$ cat src/rtl/camera_config_seq.sv
`default_nettype none
// +--------------------------------------------------------------------------+
// | Module   : camera_config_seq                                              |
// | Purpose  : Walks a register-initialisation ROM and replays each word as  |
// |            an SCCB register write. Supports delay markers, an end marker |
// |            and bounded retry on NACK.                                     |
// | Ports    : clk, rst_n (async, active low), start (level)                  |
// |            rom_addr/rom_data  - synchronous ROM, one cycle latency        |
// |            sccb_ready/sccb_err, sccb_start/sccb_addr/sccb_wdata - master  |
// |            busy, done, error, err_addr - status                           |
// | Options  : CAMCFG_READBACK_EN - every successful write is followed by a   |
// |            read of the same register (sccb_rd/sccb_rdata); a mismatch is  |
// |            treated like a NACK.                                           |
// | Revision : 1.0 - initial release                                         |
// +--------------------------------------------------------------------------+
module camera_config_seq #(
    parameter int CLK_FREQ  = 25000000,
    parameter int ROM_AW    = 8,
    parameter int REG_AW    = 8,
    parameter int DELAY_MS  = 10,
    parameter int MAX_RETRY = 3
) (
    input  logic              clk,
    input  logic              rst_n,
    input  logic              start,
    output logic [ROM_AW-1:0] rom_addr,
    input  logic [REG_AW+7:0] rom_data,
    input  logic              sccb_ready,
    input  logic              sccb_err,
    output logic              sccb_start,
    output logic [REG_AW-1:0] sccb_addr,
    output logic [7:0]        sccb_wdata,
`ifdef CAMCFG_READBACK_EN
    output logic              sccb_rd,
    input  logic [7:0]        sccb_rdata,
`endif
    output logic              busy,
    output logic              done,
    output logic              error,
    output logic [ROM_AW-1:0] err_addr
);

    localparam logic [2:0] IDLE      = 3'd0;
    localparam logic [2:0] FETCH     = 3'd1;
    localparam logic [2:0] ISSUE     = 3'd2;
    localparam logic [2:0] WAIT_ACK  = 3'd3;
    localparam logic [2:0] WAIT_DONE = 3'd4;
    localparam logic [2:0] DELAY     = 3'd5;
    localparam logic [2:0] FINISH    = 3'd6;
    localparam logic [2:0] FAIL      = 3'd7;

    localparam int C_DELAY_CYC = CLK_FREQ / 1000 * DELAY_MS;
    localparam int C_TW        = (C_DELAY_CYC > 1) ? $clog2(C_DELAY_CYC) : 1;
    localparam int C_RW        = (MAX_RETRY > 0) ? $clog2(MAX_RETRY + 1) : 1;

    localparam logic [C_TW-1:0]   C_DELAY_LOAD = C_TW'(C_DELAY_CYC - 1);
    localparam logic [C_RW-1:0]   C_MAX_RETRY  = C_RW'(MAX_RETRY);
    localparam logic [REG_AW+7:0] C_END_MARK   = '1;
    localparam logic [REG_AW+7:0] C_DLY_MARK   = {{(REG_AW + 4){1'b1}}, 4'h0};
    localparam logic [ROM_AW-1:0] C_LAST_ADDR  = '1;

    logic [2:0]      r_state;
    logic [C_TW-1:0] r_timer;
    logic [C_RW-1:0] r_retry;
    logic            w_resp_bad;

`ifdef CAMCFG_READBACK_EN
    // Set while the current attempt is the verifying read of a write that
    // just succeeded; a retry always restarts from the write.
    logic r_rd_phase;
    assign w_resp_bad = sccb_err || (r_rd_phase && (sccb_rdata != sccb_wdata));
`else
    assign w_resp_bad = sccb_err;
`endif

    assign busy = (r_state != IDLE);

    always_ff @(posedge clk or negedge rst_n) begin
        if (!rst_n) begin
            r_state    <= IDLE;
            r_timer    <= '0;
            r_retry    <= '0;
            rom_addr   <= '0;
            sccb_start <= 1'b0;
            sccb_addr  <= '0;
            sccb_wdata <= '0;
            done       <= 1'b0;
            error      <= 1'b0;
            err_addr   <= '0;
`ifdef CAMCFG_READBACK_EN
            r_rd_phase <= 1'b0;
            sccb_rd    <= 1'b0;
`endif
        end else begin
            sccb_start <= 1'b0;
`ifdef CAMCFG_READBACK_EN
            sccb_rd    <= 1'b0;
`endif
            case (r_state)
                IDLE: begin
                    if (start) begin
                        rom_addr <= '0;
                        done     <= 1'b0;
                        error    <= 1'b0;
                        r_retry  <= '0;
`ifdef CAMCFG_READBACK_EN
                        r_rd_phase <= 1'b0;
`endif
                        r_state  <= FETCH;
                    end
                end
                // ROM output for the new address is not valid until the next cycle.
                FETCH: r_state <= ISSUE;
                ISSUE: begin
                    if (rom_data == C_END_MARK) begin
                        r_state <= FINISH;
                    end else if (rom_addr == C_LAST_ADDR) begin
                        // Last ROM word is not an end marker: refuse to wrap.
                        err_addr <= rom_addr;
                        r_state  <= FAIL;
                    end else if (rom_data == C_DLY_MARK) begin
                        r_timer  <= C_DELAY_LOAD;
                        rom_addr <= rom_addr + 1'b1;
                        r_state  <= DELAY;
                    end else if (sccb_ready) begin
                        sccb_addr  <= rom_data[REG_AW+7:8];
                        sccb_wdata <= rom_data[7:0];
                        sccb_start <= 1'b1;
`ifdef CAMCFG_READBACK_EN
                        sccb_rd    <= r_rd_phase;
`endif
                        r_state    <= WAIT_ACK;
                    end
                end
                // The master needs a cycle to drop ready after accepting start.
                WAIT_ACK: begin
                    if (!sccb_ready) begin
                        r_state <= WAIT_DONE;
                    end
                end
                WAIT_DONE: begin
                    if (sccb_ready) begin
                        if (!w_resp_bad) begin
`ifdef CAMCFG_READBACK_EN
                            if (!r_rd_phase) begin
                                r_rd_phase <= 1'b1;
                                r_state    <= ISSUE;
                            end else begin
                                r_rd_phase <= 1'b0;
                                r_retry    <= '0;
                                rom_addr   <= rom_addr + 1'b1;
                                r_state    <= FETCH;
                            end
`else
                            r_retry  <= '0;
                            rom_addr <= rom_addr + 1'b1;
                            r_state  <= FETCH;
`endif
                        end else if (r_retry < C_MAX_RETRY) begin
                            r_retry <= r_retry + 1'b1;
`ifdef CAMCFG_READBACK_EN
                            r_rd_phase <= 1'b0;
`endif
                            r_state <= ISSUE;
                        end else begin
                            err_addr <= rom_addr;
                            r_state  <= FAIL;
                        end
                    end
                end
                // Counts LOAD..0 inclusive, i.e. exactly C_DELAY_CYC cycles.
                DELAY: begin
                    if (r_timer == '0) begin
                        r_state <= FETCH;
                    end else begin
                        r_timer <= r_timer - 1'b1;
                    end
                end
                FINISH: begin
                    done    <= 1'b1;
                    r_state <= IDLE;
                end
                FAIL: begin
                    error   <= 1'b1;
                    r_state <= IDLE;
                end
                default: r_state <= IDLE;
            endcase
        end
    end

endmodule
`default_nettype wire

$ cat config.mk
export PLATFORM = sky130hd
export DESIGN_NAME = camera_config_seq
export DESIGN_NICKNAME = d
export VERILOG_FILES = /design/src/rtl/camera_config_seq.sv
export SDC_FILE = /design/constraint.sdc
export NUM_CORES = 1
export LEC_CHECK = 0
export BUFFER_PORTS_ARGS = -buffer_cell sky130_fd_sc_hd__clkbuf_2
export CAP_MARGIN = 10
export CORE_ASPECT_RATIO = 0.6
export CORE_MARGIN = 2
export CORE_UTILIZATION = 32
export CTS_BUF_LIST = sky130_fd_sc_hd__clkbuf_16
export DETAILED_ROUTE_END_ITERATION = 12
export PLACE_DENSITY = 0.51
export SLEW_MARGIN = 25
export SYNTH_ARGS = -nofsm -noshare
export SYNTH_HDL_FRONTEND = slang
export SYNTH_SLANG_ARGS = --single-unit
$ cat constraint.sdc
create_clock -name clk -period 2.3 [get_ports clk]
set_input_delay 0.115 -clock clk [delete_from_list [all_inputs] [get_ports clk]]
set_output_delay 0.115 -clock clk [all_outputs]
set_load 0.02 [all_outputs]
== After elaboration in Yosys (flattened, before gate mapping) ==
Index checks and enable logic that the tools add are counted.
Widths: inputs -> output; s select.
Operators by class
  $add $sub $neg: 3
  equality and inequality tests: 24
  bitwise gates (word level): 3
  reduce and logical (&&, ||, !) cells: 18
  muxes and demuxes: 42
  order comparisons: 1
Operators by type and width (count)
  $mux 8: 11
  $mux 18: 4
  $pmux 18 s2: 1
  $eq 16x16->1 const B: 2
  $mux 3: 10
  $ne 2x2->1 const B: 12
  $pmux 8 s3: 1
  $pmux 3 s7: 1
  $logic_not 18->1: 1
  $sub 18x1->18 const B: 1
  $pmux 8 s2: 1
  $reduce_and 5->1: 3
  $eq 3x3->1 const B: 4
  $reduce_bool 2->1: 5
  $add 8x1->8 const B: 1
  $eq 8x8->1 const B: 1
  $mux 2: 4
  $reduce_and 7->1: 1
  $eq 3x2->1 const B: 2
  $mux 1: 6
  $reduce_and 6->1: 1
  $reduce_bool 3->1: 2
  $ne 5x5->1 const B: 1
  $pmux 1 s2: 2
  10 further kinds: 13
Word-level totals
  flip-flop bits (word level): 58
  input port bits: 21
  logic and storage cells: 101
  output and inout port bits: 36

== Longest topological paths before layout ==
  word-level depth: 5
  mapped depth: 10
  gate-level depth less buffers: 7

== Least setup slack after synthesis ==
Ideal clock, no wire load.
  kind: flip-flop to flip-flop
  start: register r_timer[0]
  end: register r_state[2]
  path buffers: 3
  path slack: -0.088 ns
  arrival time: 2.266 ns
  cell stages (with the launch flop): 11
  data required time: 2.178 ns
  period minus slack after synthesis: 2.388 ns
  setup time: 0.122 ns
  cells stage by stage: dfrtp_1 inv_1 ha_1 or3b_2 clkbuf_1 or4_1 buf_2 o21ai_2 buf_4 o31ai_1 a32o_1
On the way
  cells in the longest elaborated chain, start to end: 3
RTL lines
  start: declaration: line 63  | logic [C_TW-1:0] r_timer;
  start signal: assignment: line 176  | r_timer <= r_timer - 1'b1;
  $logic_not 18->1: line 173  | if (r_timer == '0) begin
  $ne 2x2->1 (no line)
  $reduce_and 5->1 (no line)
  end signal: assignment: line 174  | r_state <= FETCH;
  end signal: assignment: line 181  | r_state <= IDLE;
  end signal: assignment: line 185  | r_state <= IDLE;
  end: declaration: line 62  | logic [2:0] r_state;
No other way between the ends.
A chain may end at the register's enable or synchronous reset.

== Worst setup path after layout ==
  start: register r_timer[7]
  end: register r_timer[8]
On the way
  cells in the longest elaborated chain, start to end: 3
  elaborated cells between the ends (all ways): 6
  classes of those cells: 1 x add/sub; 1 x eq/ne; 2 x mux; 2 x reduce/logical
RTL lines (line)
  $sub 18x1->18 or $logic_not 18->1 (tied branches): 176, 173
  $mux 18 or $ne 2x2->1 (tied branches)
  $pmux 18 s2 or $reduce_and 5->1 (tied branches)
Several ways; a longest one is shown, not always the timed one. The select of a mux whose other input is x is not followed.

==> reports/metrics.cfg <==
[status]
status = finished, final reports clean

[synth]
synth-xor-area-share_pct = 2.077
synth-edff-count = 0
synth_area_um2 = 2952
synthTopCellsByArea = dfrtp_1, mux2_2, nand3_1
synth_nets = 311
synth_fa_ha_area_share_pct = 1.272
ys_seq_elements = 58
synth_top_area_share_pct = 49.17
synth_cells = 287
synth_top_cell_by_area = dfrtp_1
synth_top_family_by_area = simple AND/OR/NAND/NOR gates
synth_area_per_cell_um2 = 10.28
ys_types = 48
synth_ff_type = dfrtp_1
yosys.area_share.simple_pct = 20.56
synth_mux_area_share_pct = 10.30
synth_compound_area_share_pct = 13.95
async_flop_share_pct = 100.0
seq_area_frac_synth_pct = 49.17
yosys_warnings = 0

[power_and_ir_drop]
p_per_area_nw_per_um2 = 1188
power.leakage_nw = 1.795
peakVddDrop_uv = 543.8

[placement]
placed_area_um2 = 3628
port_buffers = 56
gp_congestion = 0.8365
dp_hpwl_um = 5709

[worst_setup_path]
critPathCaptureType = flip-flop
critPathKind = flip-flop to flip-flop
crit_chain = or4_1 > or4_4 > o21ai_4 > buf_6 > or4_4 > a21oi_2
critPathMaxStageDelay_ns = 0.61
required_ns = 2.49
crit_fanout = 8
cpMostUsedCell = or4_4
cp_data_arrival_time_ns = 2.42
crit_family = simple AND/OR/NAND/NOR gates
startpoint_type = flip-flop
crit_path_top_delay_cell = or4_4
crit_buf_inv = 1

[cells_and_area]
final_area_um2 = 4039
syn2layout_area_growth_pct = 36.84
seq_area_um2 = 1451
fin_util_pct = 44.61
final_net_count = 408
final_common_cell = dfrtp_1
fillCellCount = 892
multi_input_area_um2 = 1484
mostFrequentLayoutCells = dfrtp_1, clkbuf_2, buf_4
insertedDiodeCount = 0
final_layout_size_suffix_gt1_share_pct = 40.36

[route]
avgRoutedWirePerCell_um = 15.51
wirelength_um = 7832
route.detailed.drc = 0
antenna_left = 0
drt-vias-per-instance = 5.188
drt_iter0_markers = 127
vias = 2620
first_pass_iters = 4

[sta]
min_period_ns = 2.238
setup_viol = 0
finalCritPeriodShare_pct = 97.31
rsz0062_at_grt = true
slew_violations = 0
max_clock_freq_mhz = 446.8
maxSlewHeadroom_pct = 49.55
finalHoldViolCount = 0
tightest_slew_ns = 0.7568
clock_skew_ns = 0.005913

[global_route]
grt_antenna_before_repair = 0
grt_max_degree = 59
grtUsageTotal_pct = 16.94
grt_overflow = 0
grt_pass1_wl_um = 13010
first_global_vias = 2491

[flow_run]
maxCapViolations = 0

[clock_tree]
h-tree-depth = 3
root_buffer = clkbuf_16
tritoncts = done
clkTransAtPathRegs_ns = 0.05
cts_made_buffers = 9
clock-sinks = 58
ctsLongestPathBuffers = 2
clk_latency_ns = 0.33

[die]
die_w_um = 128.0
core_um2 = 9054
die_h_um = 78.39
start_util_pct = 32.60
io_pins = 57
die_area_um2 = 10030
rows = 27

[hold_path]
min_path_type = primary input to flip-flop

sequential cells by signal, indices dropped and copies added, names as in the netlist:
name,flops
sccb_wdata,8
r_retry,2
err_addr,8
done,1
rom_addr,8
sccb_start,1
error,1
r_state,3
r_timer,18
sccb_addr,8
repair_timing:
action	in CTS	in global routing
pin swaps	0	2
setup buffers	0	4
setup endpoints to repair	1	15
hold endpoints to repair	58	0
hold buffers	1	0
gates resized for setup	1	9
metrics by stage:
step	total power, W	hold slack [ns]	instances	setup slack, ns	setup TNS, ns
6_report	0.004797	0.03464	505	0.06180	0
2_1_floorplan	0.002632	-0.1806	287	-0.02860	-0.02860
4_1_cts	0.004798	0.02319	501	0.01239	0
3_5_place_dp	0.003342	0.3339	484	0.003885	0
3_3_place_gp	0.003311	0.3258	484	0.03356	0
5_1_grt	0.005118	0.03315	505	-0.02916	-0.06118
final timing paths:
| path | from | slack, ns | cells past startpoint | endpoint |
|---|---|---|---|---|
| min in group asynchronous | rst_n | 0.47 | 3 | r_timer[3]$_DFFE_PN0P_ |
| setup reg to reg | r_timer[7]$_DFFE_PN0P_ | 0.06 | 6 | r_timer[8]$_DFFE_PN0P_ |
| max in group asynchronous | rst_n | 1.31 | 3 | err_addr[7]$_DFFE_PN0P_ |
| hold reg to reg | err_addr[0]$_DFFE_PN0P_ | 0.50 | 1 | err_addr[0]$_DFFE_PN0P_ |
| hold / removal | rom_data[6] | 0.03 | 2 | sccb_wdata[6]$_DFFE_PN0P_ |
| setup / recovery | r_timer[7]$_DFFE_PN0P_ | 0.06 | 6 | r_timer[8]$_DFFE_PN0P_ |
cell usage after synthesis, drive strengths merged (4+ instances only):
library cell and instances:
or3 4, clkbuf 9, nand2 19, a21oi 14, nor4 7, xnor2 7
nand3 19, inv 7, nor3 9, nand4 7, a32o 4, dfrtp 58
a31oi 4, mux2 27, o21ai 14, nor2 19, and3 4, o31ai 6
or4 10
layout make-up:
type / count / area share, %
multi-input cells: 210 / 36.74
flip-flops and latches: 58 / 35.94
repair buffers: 98 / 15.21
clock buffers: 9 / 5.576
well taps: 116 / 3.594
clock inverters: 7 / 2.292
inverters: 7 / 0.6506
power breakdown:
part           internal [W]  switching, W  leakage (nW)  total [W]
logic              0.000820       0.00109         0.944    0.00191
clock network      0.000944      0.000482         0.149    0.00143
registers           0.00130      0.000163         0.701    0.00147
metal layers:
layer  up-vias  track usage (%)  share of wire [%]
met3        11            6.135                6.9
met2        72            21.60                 39
met5         -                0                  0
li1       1281                -                  -
met4         0            5.824                1.4
met1      1256            25.71                 52
logic make-up after synthesis:
kind of cell | after synthesis
fa+ha+maj | 3
flops | 58
buf+inv | 19
compound gates | 61
simple gates | 112
xor+xnor | 7
mux | 27
Note: power is estimated with default switching activity, not from simulation.
